[src/rtl/vector_pkg.sv]
// Shared constants, element/address types and sequencer states for the vector ROM blocks.
package vector_pkg;
   localparam int DEFAULT_RAM_WIDTH            = 4;
   localparam int DEFAULT_RAM_ADDR_BITS_VECTOR = 6;

   typedef logic [DEFAULT_RAM_WIDTH-1:0]            elem_t;
   typedef logic [DEFAULT_RAM_ADDR_BITS_VECTOR-1:0] addr_t;

   typedef enum logic [1:0] {
      IDLE  = 2'd0,
      RUN   = 2'd1,
      DRAIN = 2'd2
   } state_t;
endpackage

[src/rtl/vector_stream_reader_if.sv]
// Element stream from the vector reader to the CNN datapath: valid/ready with index and last tags.
interface vector_stream_reader_if
   import vector_pkg::*;
#(
   parameter int RAM_WIDTH            = DEFAULT_RAM_WIDTH,
   parameter int RAM_ADDR_BITS_VECTOR = DEFAULT_RAM_ADDR_BITS_VECTOR
) ();
   logic                            m_valid;
   logic                            m_ready;
   logic [RAM_WIDTH-1:0]            m_data;
   logic [RAM_ADDR_BITS_VECTOR-1:0] m_index;
   logic                            m_last;

   modport master (output m_valid, m_data, m_index, m_last, input m_ready);
   modport slave  (input m_valid, m_data, m_index, m_last, output m_ready);
endinterface

[src/rtl/vsr_out_stage.sv]
// Output register of the reader: captures the ROM word when empty or being emptied, one cycle to m_valid.
// Element, index and last hold while downstream stalls; the drain transfer empties the stage.
module vsr_out_stage #(
   parameter int RAM_WIDTH            = 4,
   parameter int RAM_ADDR_BITS_VECTOR = 6
) (
   input  logic                            clk,
   input  logic                            rst,
   input  logic                            run,
   input  logic                            drain,
   input  logic [RAM_WIDTH-1:0]            din,
   input  logic [RAM_ADDR_BITS_VECTOR-1:0] idx,
   input  logic                            is_last,
   input  logic                            ready,
   output logic                            load,
   output logic                            xfer,
   output logic                            valid,
   output logic [RAM_WIDTH-1:0]            data,
   output logic [RAM_ADDR_BITS_VECTOR-1:0] index,
   output logic                            last
);
   assign xfer = valid && ready;
   assign load = run && (!valid || ready);

   always_ff @(posedge clk or posedge rst) begin
      if (rst) begin
         valid <= 1'b0;
         data  <= '0;
         index <= '0;
         last  <= 1'b0;
      end else if (load) begin
         valid <= 1'b1;
         data  <= din;
         index <= idx;
         last  <= is_last;
      end else if (drain && xfer) begin
         valid <= 1'b0;
         last  <= 1'b0;
      end
   end
endmodule

[src/rtl/vector_stream_reader.sv]
// Sweeps the vector ROM from START_ADDR to END_ADDR on start, streams the words out, pulses done at the end.
// Defining VECTOR_STREAM_READER_CHECKSUM_EN adds a running sum of the transferred elements.
module vector_stream_reader
   import vector_pkg::*;
#(
   parameter int RAM_WIDTH            = DEFAULT_RAM_WIDTH,
   parameter int RAM_ADDR_BITS_VECTOR = DEFAULT_RAM_ADDR_BITS_VECTOR,
   parameter int START_ADDR           = 0,
   parameter int END_ADDR             = 63
) (
   input  logic                            clk,
   input  logic                            rst,
   input  logic                            start,
   output logic                            busy,
   output logic                            done,
   output logic [RAM_ADDR_BITS_VECTOR-1:0] addr_vector,
   input  logic [RAM_WIDTH-1:0]            dataIn,
   vector_stream_reader_if.master          strm
`ifdef VECTOR_STREAM_READER_CHECKSUM_EN
   ,
   output logic [RAM_WIDTH+RAM_ADDR_BITS_VECTOR-1:0] checksum
`endif
);
   localparam logic [RAM_ADDR_BITS_VECTOR-1:0] FIRST = RAM_ADDR_BITS_VECTOR'(START_ADDR);
   localparam logic [RAM_ADDR_BITS_VECTOR-1:0] FINAL = RAM_ADDR_BITS_VECTOR'(END_ADDR);

   if (START_ADDR < 0 || START_ADDR > END_ADDR || END_ADDR >= (1 << RAM_ADDR_BITS_VECTOR)) begin : g_bad_window
      $error("vector_stream_reader: address window does not fit the ROM");
   end

   state_t                          state, state_nxt;
   logic [RAM_ADDR_BITS_VECTOR-1:0] ptr, ptr_nxt;
   logic                            done_nxt;
   logic                            load, xfer;
   logic                            run_st, drain_st, at_end;

   assign run_st      = (state == RUN);
   assign drain_st    = (state == DRAIN);
   assign at_end      = (ptr == FINAL);
   assign busy        = (state != IDLE);
   assign addr_vector = ptr;

   always_ff @(posedge clk or posedge rst) begin
      if (rst) begin
         state <= IDLE;
         ptr   <= FIRST;
         done  <= 1'b0;
      end else begin
         state <= state_nxt;
         ptr   <= ptr_nxt;
         done  <= done_nxt;
      end
   end

   // The pointer stops on END_ADDR rather than wrapping; DRAIN waits for that last element to leave.
   always_comb begin
      state_nxt = state;
      ptr_nxt   = ptr;
      done_nxt  = 1'b0;
      case (state)
         IDLE: begin
            if (start) begin
               state_nxt = RUN;
               ptr_nxt   = FIRST;
            end
         end
         RUN: begin
            if (load) begin
               if (at_end) state_nxt = DRAIN;
               else        ptr_nxt   = ptr + RAM_ADDR_BITS_VECTOR'(1);
            end
         end
         DRAIN: begin
            if (xfer) begin
               state_nxt = IDLE;
               done_nxt  = 1'b1;
            end
         end
         default: state_nxt = IDLE;
      endcase
   end

   vsr_out_stage #(
      .RAM_WIDTH           (RAM_WIDTH),
      .RAM_ADDR_BITS_VECTOR(RAM_ADDR_BITS_VECTOR)
   ) u_out (
      .clk    (clk),
      .rst    (rst),
      .run    (run_st),
      .drain  (drain_st),
      .din    (dataIn),
      .idx    (ptr),
      .is_last(at_end),
      .ready  (strm.m_ready),
      .load   (load),
      .xfer   (xfer),
      .valid  (strm.m_valid),
      .data   (strm.m_data),
      .index  (strm.m_index),
      .last   (strm.m_last)
   );

`ifdef VECTOR_STREAM_READER_CHECKSUM_EN
   localparam int CW = RAM_WIDTH + RAM_ADDR_BITS_VECTOR;

   always_ff @(posedge clk or posedge rst) begin
      if (rst)                          checksum <= '0;
      else if (state == IDLE && start)  checksum <= '0;
      else if (xfer)                    checksum <= checksum + CW'(strm.m_data);
   end
`endif
endmodule

[src/flat_wrapper.sv]
// flat-port wrapper written by rule: the top's interface ports become plain ports
module vector_stream_reader_flat import vector_pkg::*;
#(
   parameter int RAM_WIDTH            = DEFAULT_RAM_WIDTH,
   parameter int RAM_ADDR_BITS_VECTOR = DEFAULT_RAM_ADDR_BITS_VECTOR,
   parameter int START_ADDR           = 0,
   parameter int END_ADDR             = 63
)
  (clk, rst, start, busy, done, addr_vector, dataIn, strm_m_valid, strm_m_data, strm_m_index, strm_m_last, strm_m_ready);
  vector_stream_reader_if #(.RAM_WIDTH(RAM_WIDTH), .RAM_ADDR_BITS_VECTOR(RAM_ADDR_BITS_VECTOR)) strm_i ();
  input  logic clk;
  input  logic rst;
  input  logic start;
  output logic busy;
  output logic done;
  output logic [RAM_ADDR_BITS_VECTOR-1:0] addr_vector;
  input  logic [RAM_WIDTH-1:0] dataIn;
  output wire logic [$bits(strm_i.m_valid)-1:0] strm_m_valid;
  output wire logic [$bits(strm_i.m_data)-1:0] strm_m_data;
  output wire logic [$bits(strm_i.m_index)-1:0] strm_m_index;
  output wire logic [$bits(strm_i.m_last)-1:0] strm_m_last;
  input wire logic [$bits(strm_i.m_ready)-1:0] strm_m_ready;
  assign strm_m_valid = strm_i.m_valid;
  assign strm_m_data = strm_i.m_data;
  assign strm_m_index = strm_i.m_index;
  assign strm_m_last = strm_i.m_last;
  assign strm_i.m_ready = strm_m_ready;
  vector_stream_reader #(.RAM_WIDTH(RAM_WIDTH), .RAM_ADDR_BITS_VECTOR(RAM_ADDR_BITS_VECTOR), .START_ADDR(START_ADDR), .END_ADDR(END_ADDR)) u_core (.clk(clk), .rst(rst), .start(start), .busy(busy), .done(done), .addr_vector(addr_vector), .dataIn(dataIn), .strm(strm_i));
endmodule
[config.mk]
export PLATFORM = sky130hd
export DESIGN_NAME = vector_stream_reader_flat
export DESIGN_NICKNAME = d
export VERILOG_FILES = /design/src/rtl/vector_pkg.sv /design/src/rtl/vector_stream_reader_if.sv /design/src/rtl/vsr_out_stage.sv /design/src/rtl/vector_stream_reader.sv /design/src/flat_wrapper.sv
export SDC_FILE = /design/constraint.sdc
export NUM_CORES = 1
export LEC_CHECK = 0
export CAP_MARGIN = 20
export CORE_MARGIN = 3
export CORE_UTILIZATION = 41
export CTS_CLUSTER_DIAMETER = 80
export DETAILED_ROUTE_END_ITERATION = 8
export PLACE_DENSITY = 0.78
export SYNTH_ARGS = -nofsm -noshare
export SYNTH_HDL_FRONTEND = slang
export SYNTH_SLANG_ARGS = --single-unit
[constraint.sdc]
create_clock -name clk -period 1.4 [get_ports clk]
set_clock_uncertainty 0.05 [all_clocks]
set_input_delay 0.28 -clock clk [delete_from_list [all_inputs] [get_ports clk]]
set_output_delay 0.28 -clock clk [all_outputs]
set_load 0.05 [all_outputs]
After elaboration in Yosys (flattened, before gate mapping)
Cells that the tools add are included.

storage, ports and cells
  register bits = 21
  bits of input ports = 8
  output and inout bits = 20
  word-level logic and storage cells = 41

cells by class
  add/subtract/negate cells = 1
  equal/unequal tests = 8
  multiplexer cells = 14
  reduce and logical (&&, ||, !) cells = 11

operators with widths
  kind                                                   number
  2-to-1 mux 6 bit                                       3
  one-hot mux 6 bit (2 select lines)                     1
  2-to-1 mux 2 bit                                       4
  AND reduction 4 bit                                    2
  adder 6 x 1 -> 6 bit, second input constant            1
  equality test 6 bit, second input constant             1
  inequality test 2 x 1 -> 1 bit, second input constant  3
  one-hot mux 2 bit (3 select lines)                     1
  nonzero test 2 bit                                     3
  2-to-1 mux 1 bit                                       5
  inequality test 2 bit, second input constant           2
  logical AND 1 bit                                      3
  equality test 2 x 1 -> 1 bit, second input constant    1
  equality test 2 bit, second input constant             1
  zero test 2 bit                                        1
  zero test 1 bit                                        1
  logical OR 1 bit                                       1

Logic depth before layout (Yosys ltp)
Gate-level depths: netlist (run 1).

  word-level depth = 5
  depth in mapped cells = 5
  mapped depth without buffers = 5

Hierarchy
A second synthesis (run 1) with hierarchy kept.

second synthesis, totals
  cell total of the unflattened synthesis = 75
  area total of the unflattened synthesis = 985.9 um^2

by module, submodules not included
  module                instances  cells an instance  area each (um^2)  sequential area each (um^2)
  vector_stream_reader  1          41                 493.0             225.2
  vsr_out_stage         1          34                 493.0             300.3

Worst setup path before layout (run 1)
Ideal clock, no wire load.

  path type = register to register
  start = register u_core.ptr[0] (netlist: u_core.addr_vector[0])
  end = register u_core.ptr[5] (netlist: u_core.addr_vector[5])
  arrival time = 1.608 ns
  required time = 1.224 ns
  slack = -0.384 ns
  stages on the path, launching flop included = 6
  buffers on the path = 0
  period minus slack after synthesis = 1.784 ns
  path through = dfrtp_1 -> ha_1 -> and3_1 -> nand3_1 -> nand2_2 -> a311o_1

between the ends
  cells in the longest elaborated chain, start to end = 4
  elaborated cells between the ends (all ways) = 7

RTL lines
  item                                RTL line                    source
  from (decl)                         vector_stream_reader.sv:32  logic [RAM_ADDR_BITS_VECTOR-1:0] ptr, ptr_nxt;
  from (signal assigned)              vector_stream_reader.sv:50  ptr <= ptr_nxt;
  adder 6 x 1 -> 6 bit                vector_stream_reader.sv:70  else ptr_nxt = ptr + RAM_ADDR_BITS_VECTOR'(1);
  2-to-1 mux 6 bit                    vector_stream_reader.sv:69  if (at_end) state_nxt = DRAIN;
  2-to-1 mux 6 bit                    vector_stream_reader.sv:68  if (load) begin
  one-hot mux 6 bit (2 select lines)  vector_stream_reader.sv:60  case (state)

Parallel ways exist; a longest one is shown, timed or not. The select of a mux whose other input is x is not followed.
A chain may end at the register's enable or synchronous reset.

Final worst setup path (run 1)
  start = register u_core.ptr[1] (netlist: u_core.addr_vector[1])
  end = register u_core.ptr[5] (netlist: u_core.addr_vector[5])

The elaborated chain is that of the path after synthesis.

==> metrics.yaml, run 1 <==
synthAdderAreaFrac_pct: 1.29
netlist.area_leader.share_pct: 54.2
diodes: 0
fillers: 123
synthXorXnorAreaFrac_pct: 0
portBuffers: 27
crit_arrival_ns: 1.59
rows: 16
r2r-start: "u_core.addr_vector[1]"
yosys.area_share.simple_pct: 27.6
ys_warn_count: 0
hold_viol_final: 0
max-cap-violations: 0
setup_viol: 4
fmax_ghz: 0.694
synth_nets: 111
cts_max_path_buffers: 2
ir_drop_v: 0.00203
setup_tns_ns: -0.0556
root_buffer: "clkbuf_4"
drc_errors: 0
io_pins: 28
seqPwrFrac_pct: 28.1
layout.area.seq_um2: 536
grt_pass1_wl_um: 4110
viasPerCell: 5.30
r2r-end: "u_core.addr_vector[5]"
grt_use_total_pct: 19.4
switching_share_pct: 45.2
status: "finished, violations left"
r2r_setup_slack_ns: -0.04
cp-end-kind: "flop"
yosysTopAreaCell: "dfrtp_1"
drv_slew: 0
gp_routability_congestion: 0.895
totalWireLength_um: 2690
core_um2: 2100
clk_pin_slew_ns: 0.12
p_total_w: 0.00406
pwr-share-comb_pct: 64.6
die_y_um: 54.6
fin_crit_sh_pct: 103
rsz0062_at_grt: "true"
cp_max_fo: 4
start_util_pct: 46.1
netlist_top_cells_area: "dfrtp_1, nand2_1, nand3_1, buf_6, nand3b_4"
fin_area_um2: 1680
ys_ff_latch: 21
crit_required_ns: 1.55
ctsHtreeMaxLevel: 1
violations: "setup timing"
power_density_nw_per_um2: 2410
placed_area_um2: 1580
reg2reg_depth: 5
yosysUniqueCellTypes: 27
nNetsFinal: 157
p_leak_nw: 0.791
grt_max_degree: 22
clkLatencyLatePin_ns: 0.30
synthMuxAreaShare_pct: 1.03
cts_inserted_buffers: 3
holdBufCountCts: 0
max_slew.worst_pin.slew_ns: 0.267
slew_headroom_pct: 82.2
antenna_left: 0
synth_area_per_cell_um2: 9.51
yosysSeqAreaShare_pct: 54.2
synth_top_family_by_area: "simple AND/OR/NAND/NOR gates"
intPower_w: 0.00222
hpwl_um: 1940
crit_type: "reg -> reg"
layout_min_cycle_time_ns: 1.44
grt-ovfl-total: 0
p_sw_w: 0.00184
setup_slack_ns: -0.0417
synth_cells: 102
die_x_um: 54.6
cts.sinks: 21
drt_first_pass_iters: 4
multi_input_area_um2: 448
drive_gt1_share_pct: 42.9
start_kind: "flop"
cts_tree: "built"
clkPwrFrac_pct: 7.4
netlist_area_um2: 970
vias: 922
grt_pass1_vias: 910
worstHoldPathType: "in -> async"
synth_compound_area_share_pct: 10.6
dr.first_iter.drc_count: 17
synthToLayoutAreaGrowth_pct: 73.5
antenna_found_initial: 0
post_drt_wl_per_cell_um: 15.4
die_area_um2: 2980
## flip-flops by register name (all words and copies together) (netlist names)
name	flops
u_core.addr_vector	6
u_core.u_out.index	6
u_core.u_out.data	4
u_core.state	2
u_core.done	1
u_core.u_out.last	1
u_core.u_out.valid	1
## layout by cell type (no fill, tap or decap), types with 2 or more instances in the layout
cell             netlist  final
and3_1                 3      2
buf_12                 0     20
buf_4                  0     15
buf_6                  2      3
clkbuf_4               0      3
clkdlybuf4s50_1        0      7
dfrtp_1               21     13
dfrtp_2                0      8
inv_1                  5      4
nand2_1               36     36
nand3_1                6      5
nor2_4                 0      2
o21ai_0                2      2
o21ai_1                4      3
## worst max path at each step
| stage | start | end | slack, ns | cells past startpoint |
|---|---|---|---|---|
| 2_1_floorplan | u_core.addr_vector[0] | u_core.addr_vector[5] | -0.13 | 5 |
| 3_3_place_gp | strm_m_ready | u_core.addr_vector[5] | -0.22 | 5 |
| 3_5_place_dp | strm_m_ready | u_core.addr_vector[5] | -0.27 | 5 |
| 4_1_cts | u_core.addr_vector[1] | u_core.addr_vector[5] | -0.03 | 5 |
| 5_1_grt | u_core.addr_vector[1] | u_core.addr_vector[5] | -0.08 | 5 |
| 6_report | u_core.addr_vector[1] | u_core.addr_vector[5] | -0.04 | 5 |
## final cells by class
type,count,share of cell area (%)
clock inverters,1,0.446
repair buffers,45,36.7
inverters,5,1.12
multi-input cells,72,26.6
flip-flops and latches,21,31.8
well taps,27,2.01
clock buffers,3,1.34
## worst max-delay path: stages, from the launching register on
cell and delay [ns]:
dfrtp_2 0.47, ha_4 0.18, and3_4 0.18, nand3_2 0.09, nand2_2 0.06, a311o_1 0.30
## metrics by stage
| stage | instances | setup slack (ns) | util [%] | hold WS (ns) |
|---|---|---|---|---|
| 4_1_cts | 172 | -0.0306 | 77.6 | 0.260 |
| 5_1_grt | 174 | -0.0752 | 80.1 | 0.267 |
| 6_report | 174 | -0.0417 | 80.1 | 0.257 |
| 2_1_floorplan | 102 | -0.125 | - | 0.206 |
| 3_5_place_dp | 166 | -0.266 | 75.1 | 0.475 |
| 3_3_place_gp | 166 | -0.224 | 75.1 | 0.470 |
## metal layers
layer	vias up	share of wire, %	GRT usage [%]
met5	-	0	0
met4	0	1.6	6.22
met3	8	5.1	3.81
met2	34	50	32.1
met1	446	44	25.1
li1	434	-	-
## kinds of logic after synthesis
family | after synthesis
adders and majority gates | 1
DFF | 21
muxes | 1
AOI/OAI and AO/OA | 15
buffers and inverters | 9
and+or+nand+nor | 55
## what timing repair did
action,in CTS,in global routing
cloned,0,0
resized for setup,4,8
setup endpoints to repair,6,9
buffers inserted,3,2
pin swaps,2,3
## cells in the mapped netlist
library cell and number:
and2_1 1, and3b_4 1, o31a_1 1, a311oi_1 1, a311o_1 1, nand2b_4 1
mux2i_1 1, a22o_1 1, nand2_2 1, o311ai_1 1, nor2_1 3, nand2_1 36
o21ai_1 4, o21ai_0 2, dfrtp_1 21, o211ai_1 1, and3_1 3, nand4b_1 1
ha_1 1, nand3_1 6, buf_6 2, nor3_1 1, buf_2 2, o22ai_1 2
o31ai_1 1, inv_1 5, nand3b_4 1
## power by group through the flow
| stage | clock network [W] | registers, W | logic (W) |
|---|---|---|---|
| 5_1_grt | 0.000338 | 0.00116 | 0.00277 |
| 4_1_cts | 0.000307 | 0.00112 | 0.00253 |
| 2_1_floorplan | 0 | 0.00174 | 0.000561 |
| 3_5_place_dp | 0 | 0.00116 | 0.00245 |
| 3_3_place_gp | 0 | 0.00113 | 0.00236 |
| 6_report | 0.000299 | 0.00114 | 0.00262 |
(Power assumes the default switching activity.)
==> run 2, diff against run 1 <==
--- a/config.mk
+++ b/config.mk
@@ -10,7 +10,7 @@
 export CORE_UTILIZATION = 41
 export CTS_CLUSTER_DIAMETER = 80
 export DETAILED_ROUTE_END_ITERATION = 8
-export PLACE_DENSITY = 0.78
+export PLACE_DENSITY = 0.83
 export SYNTH_ARGS = -nofsm -noshare
 export SYNTH_HDL_FRONTEND = slang
 export SYNTH_SLANG_ARGS = --single-unit
==> run 2 against run 1 <==
Against the previous run: the flow still finishes with violations (setup timing); sequential power about the same; clock power increased by 3%; critical path depth decreased by 1; first-iteration DRC count increased by 100%; sequential cell count unchanged; register-to-register slack got worse by 0.12 ns; total power increased by 5.5%; sequential share of layout area decreased by 2.0 points; non-clock buffer count increased by 6; routed wire length increased by 23%.
==> metrics.yaml, run 2 (synthesis gave the netlist of run 1 again) <==
status: "finished, violations left"
violations: "setup timing"
p_leak_nw: 0.846  # +7.0%
grt_pass1_wl_um: 4170  # +1.3%
crit_arrival_ns: 1.71  # +0.12 ns
seqPwrFrac_pct: 27.4  # -0.7 points
hold_viol_final: 0  # unchanged
max_slew.worst_pin.slew_ns: 0.323  # +0.0564 ns
vias: 1007  # +9.2%
layout_min_cycle_time_ns: 1.56  # +0.116 ns
viasPerCell: 5.56  # +5.0%
drive_gt1_share_pct: 45.5  # +2.6 points
portBuffers: 27  # unchanged
setup_viol: 7  # +3
synthToLayoutAreaGrowth_pct: 84.6
diodes: 0  # unchanged
core_um2: 2100  # unchanged
die_x_um: 54.6  # unchanged
root_buffer: "clkbuf_4"
drc_errors: 0  # unchanged
dr.first_iter.drc_count: 34  # +17
mostFrequentLayoutCells: "nand2_1, buf_12, buf_4"
ir_drop_v: 0.00175  # -14%
grt_max_degree: 22  # unchanged
start_util_pct: 46.1  # unchanged
switching_share_pct: 45.4  # +0.23 points
io_pins: 28  # unchanged
pre_cts_ws_ns: -0.272  # -0.00535 ns
rows: 16  # unchanged
rsz0062_at_grt: "true"
cts.sinks: 21  # unchanged
setup_slack_ns: -0.158  # -0.116 ns
cp-end-kind: "flop"
clkLatencyLatePin_ns: 0.32  # +0.02 ns
drt_first_pass_iters: 4  # unchanged
grt_pass1_vias: 898  # -1.3%
pwr-share-comb_pct: 65.5  # +0.9 points
hpwl_um: 1720  # -12%
grt-ovfl-total: 0  # unchanged
crit_chain: "buf_4 -> and3b_4 -> nand2_2 -> a311o_1"
intPower_w: 0.00234  # +5.1%
slowest_stage: "dfrtp_1"
start_kind: "flop"
nNetsFinal: 164  # +4.5%
antenna_found_initial: 0  # unchanged
worstHoldPathType: "in -> async"
fmax_ghz: 0.642  # -7.5%
post_drt_wl_per_cell_um: 18.2  # +18%
drv_slew: 0  # unchanged
grt_use_total_pct: 19.7  # +0.39 points
p_sw_w: 0.00195  # +6.1%
die_y_um: 54.6  # unchanged
max-cap-violations: 0  # unchanged
totalWireLength_um: 3300  # +23%
crit_type: "reg -> reg"
max_stage_delay_ns: 0.47  # about the same
cts_inserted_buffers: 3  # unchanged
slew_headroom_pct: 78.5  # -3.8 points
gp_routability_congestion: 0.850  # -5.1%
clk_pin_slew_ns: 0.12  # about the same
final_common_cell: "nand2_1"
antenna_left: 0  # unchanged
cts_tree: "built"
holdBufCountCts: 0  # unchanged
power_density_nw_per_um2: 2390  # -0.82%
fin_crit_sh_pct: 111  # +8.3 points
final_util_pct: 85.2  # +5.1 points
cp_max_fo: 5  # +1
die_area_um2: 2980  # unchanged
ctsHtreeMaxLevel: 1  # unchanged
crit_required_ns: 1.55  # about the same
setup_tns_ns: -0.428  # -0.372 ns
clkPwrFrac_pct: 7.2  # -0.2 points
holdWs_ns: 0.237  # -0.0192 ns
cts_max_path_buffers: 2  # unchanged
## run 2: path summary, 6_finish.rpt
path	from	end	slack, ns	cells after the start
worst min-delay path	rst	u_core.u_out.index[1]	0.24	3
worst max-delay path	u_core.state[1]	u_core.addr_vector[5]	-0.16	4
worst max register to register	u_core.state[1]	u_core.addr_vector[5]	-0.16	4
max in group asynchronous	rst	u_core.u_out.valid	0.83	3
worst min register to register	u_core.u_out.index[2]	u_core.u_out.index[2]	0.50	2
min in group clk	dataIn[3]	u_core.u_out.data[3]	0.44	3
## run 2: routing by layer
metal	part of all wire, %	track usage, %	wire length, um	vias up
met1	38	23.4	1260	483
met4	4.0	7.47	133	0
met3	5.9	3.00	194	15
li1	-	-	-	454
met2	52	35.4	1710	55
met5	0	0	0	-
## run 2: layout make-up
cell class / instances / area, um2
inverter: 5 / 18.8
sequential: 21 / 534
clock buffer: 4 / 26.3
tap: 27 / 33.8
multi-input combinational: 73 / 487
fill: 105 / 312
timing repair buffer: 51 / 691
## run 2: what timing repair did
| item | in CTS | in global routing |
|---|---|---|
| gates resized for setup | 2 | 17 |
| setup endpoints to repair | 3 | 12 |
| gates cloned | 0 | 2 |
| pin swaps | 0 | 3 |
| buffers inserted | 4 | 5 |
## run 2: power groups by stage
stage               Clock, W  Sequential [W]  Combinational, W
finish              0.000308         0.00117           0.00280
global placement           0         0.00115           0.00233
floorplan                  0         0.00174          0.000561
CTS                 0.000291         0.00113           0.00251
detailed placement         0         0.00116           0.00241
global route        0.000322         0.00120           0.00292
## run 2: stage by stage
| stage | total power (W) | cells | cell area (um2) |
|---|---|---|---|
| after floorplan | 0.00230 | 102 | 1000 |
| final | 0.00428 | 181 | 1790 |
| after global placement | 0.00348 | 166 | 1580 |
| after CTS | 0.00393 | 174 | 1640 |
| after detailed placement | 0.00358 | 166 | 1580 |
| after global routing | 0.00444 | 181 | 1790 |
## run 2: worst max-delay path: cells and delay by family, from the launching register on
kind	cells	cell delay, ns
AOI/OAI and AO/OA	1	0.34
buffers and inverters	1	0.19
and+or+nand+nor	2	0.39
DFF	1	0.47
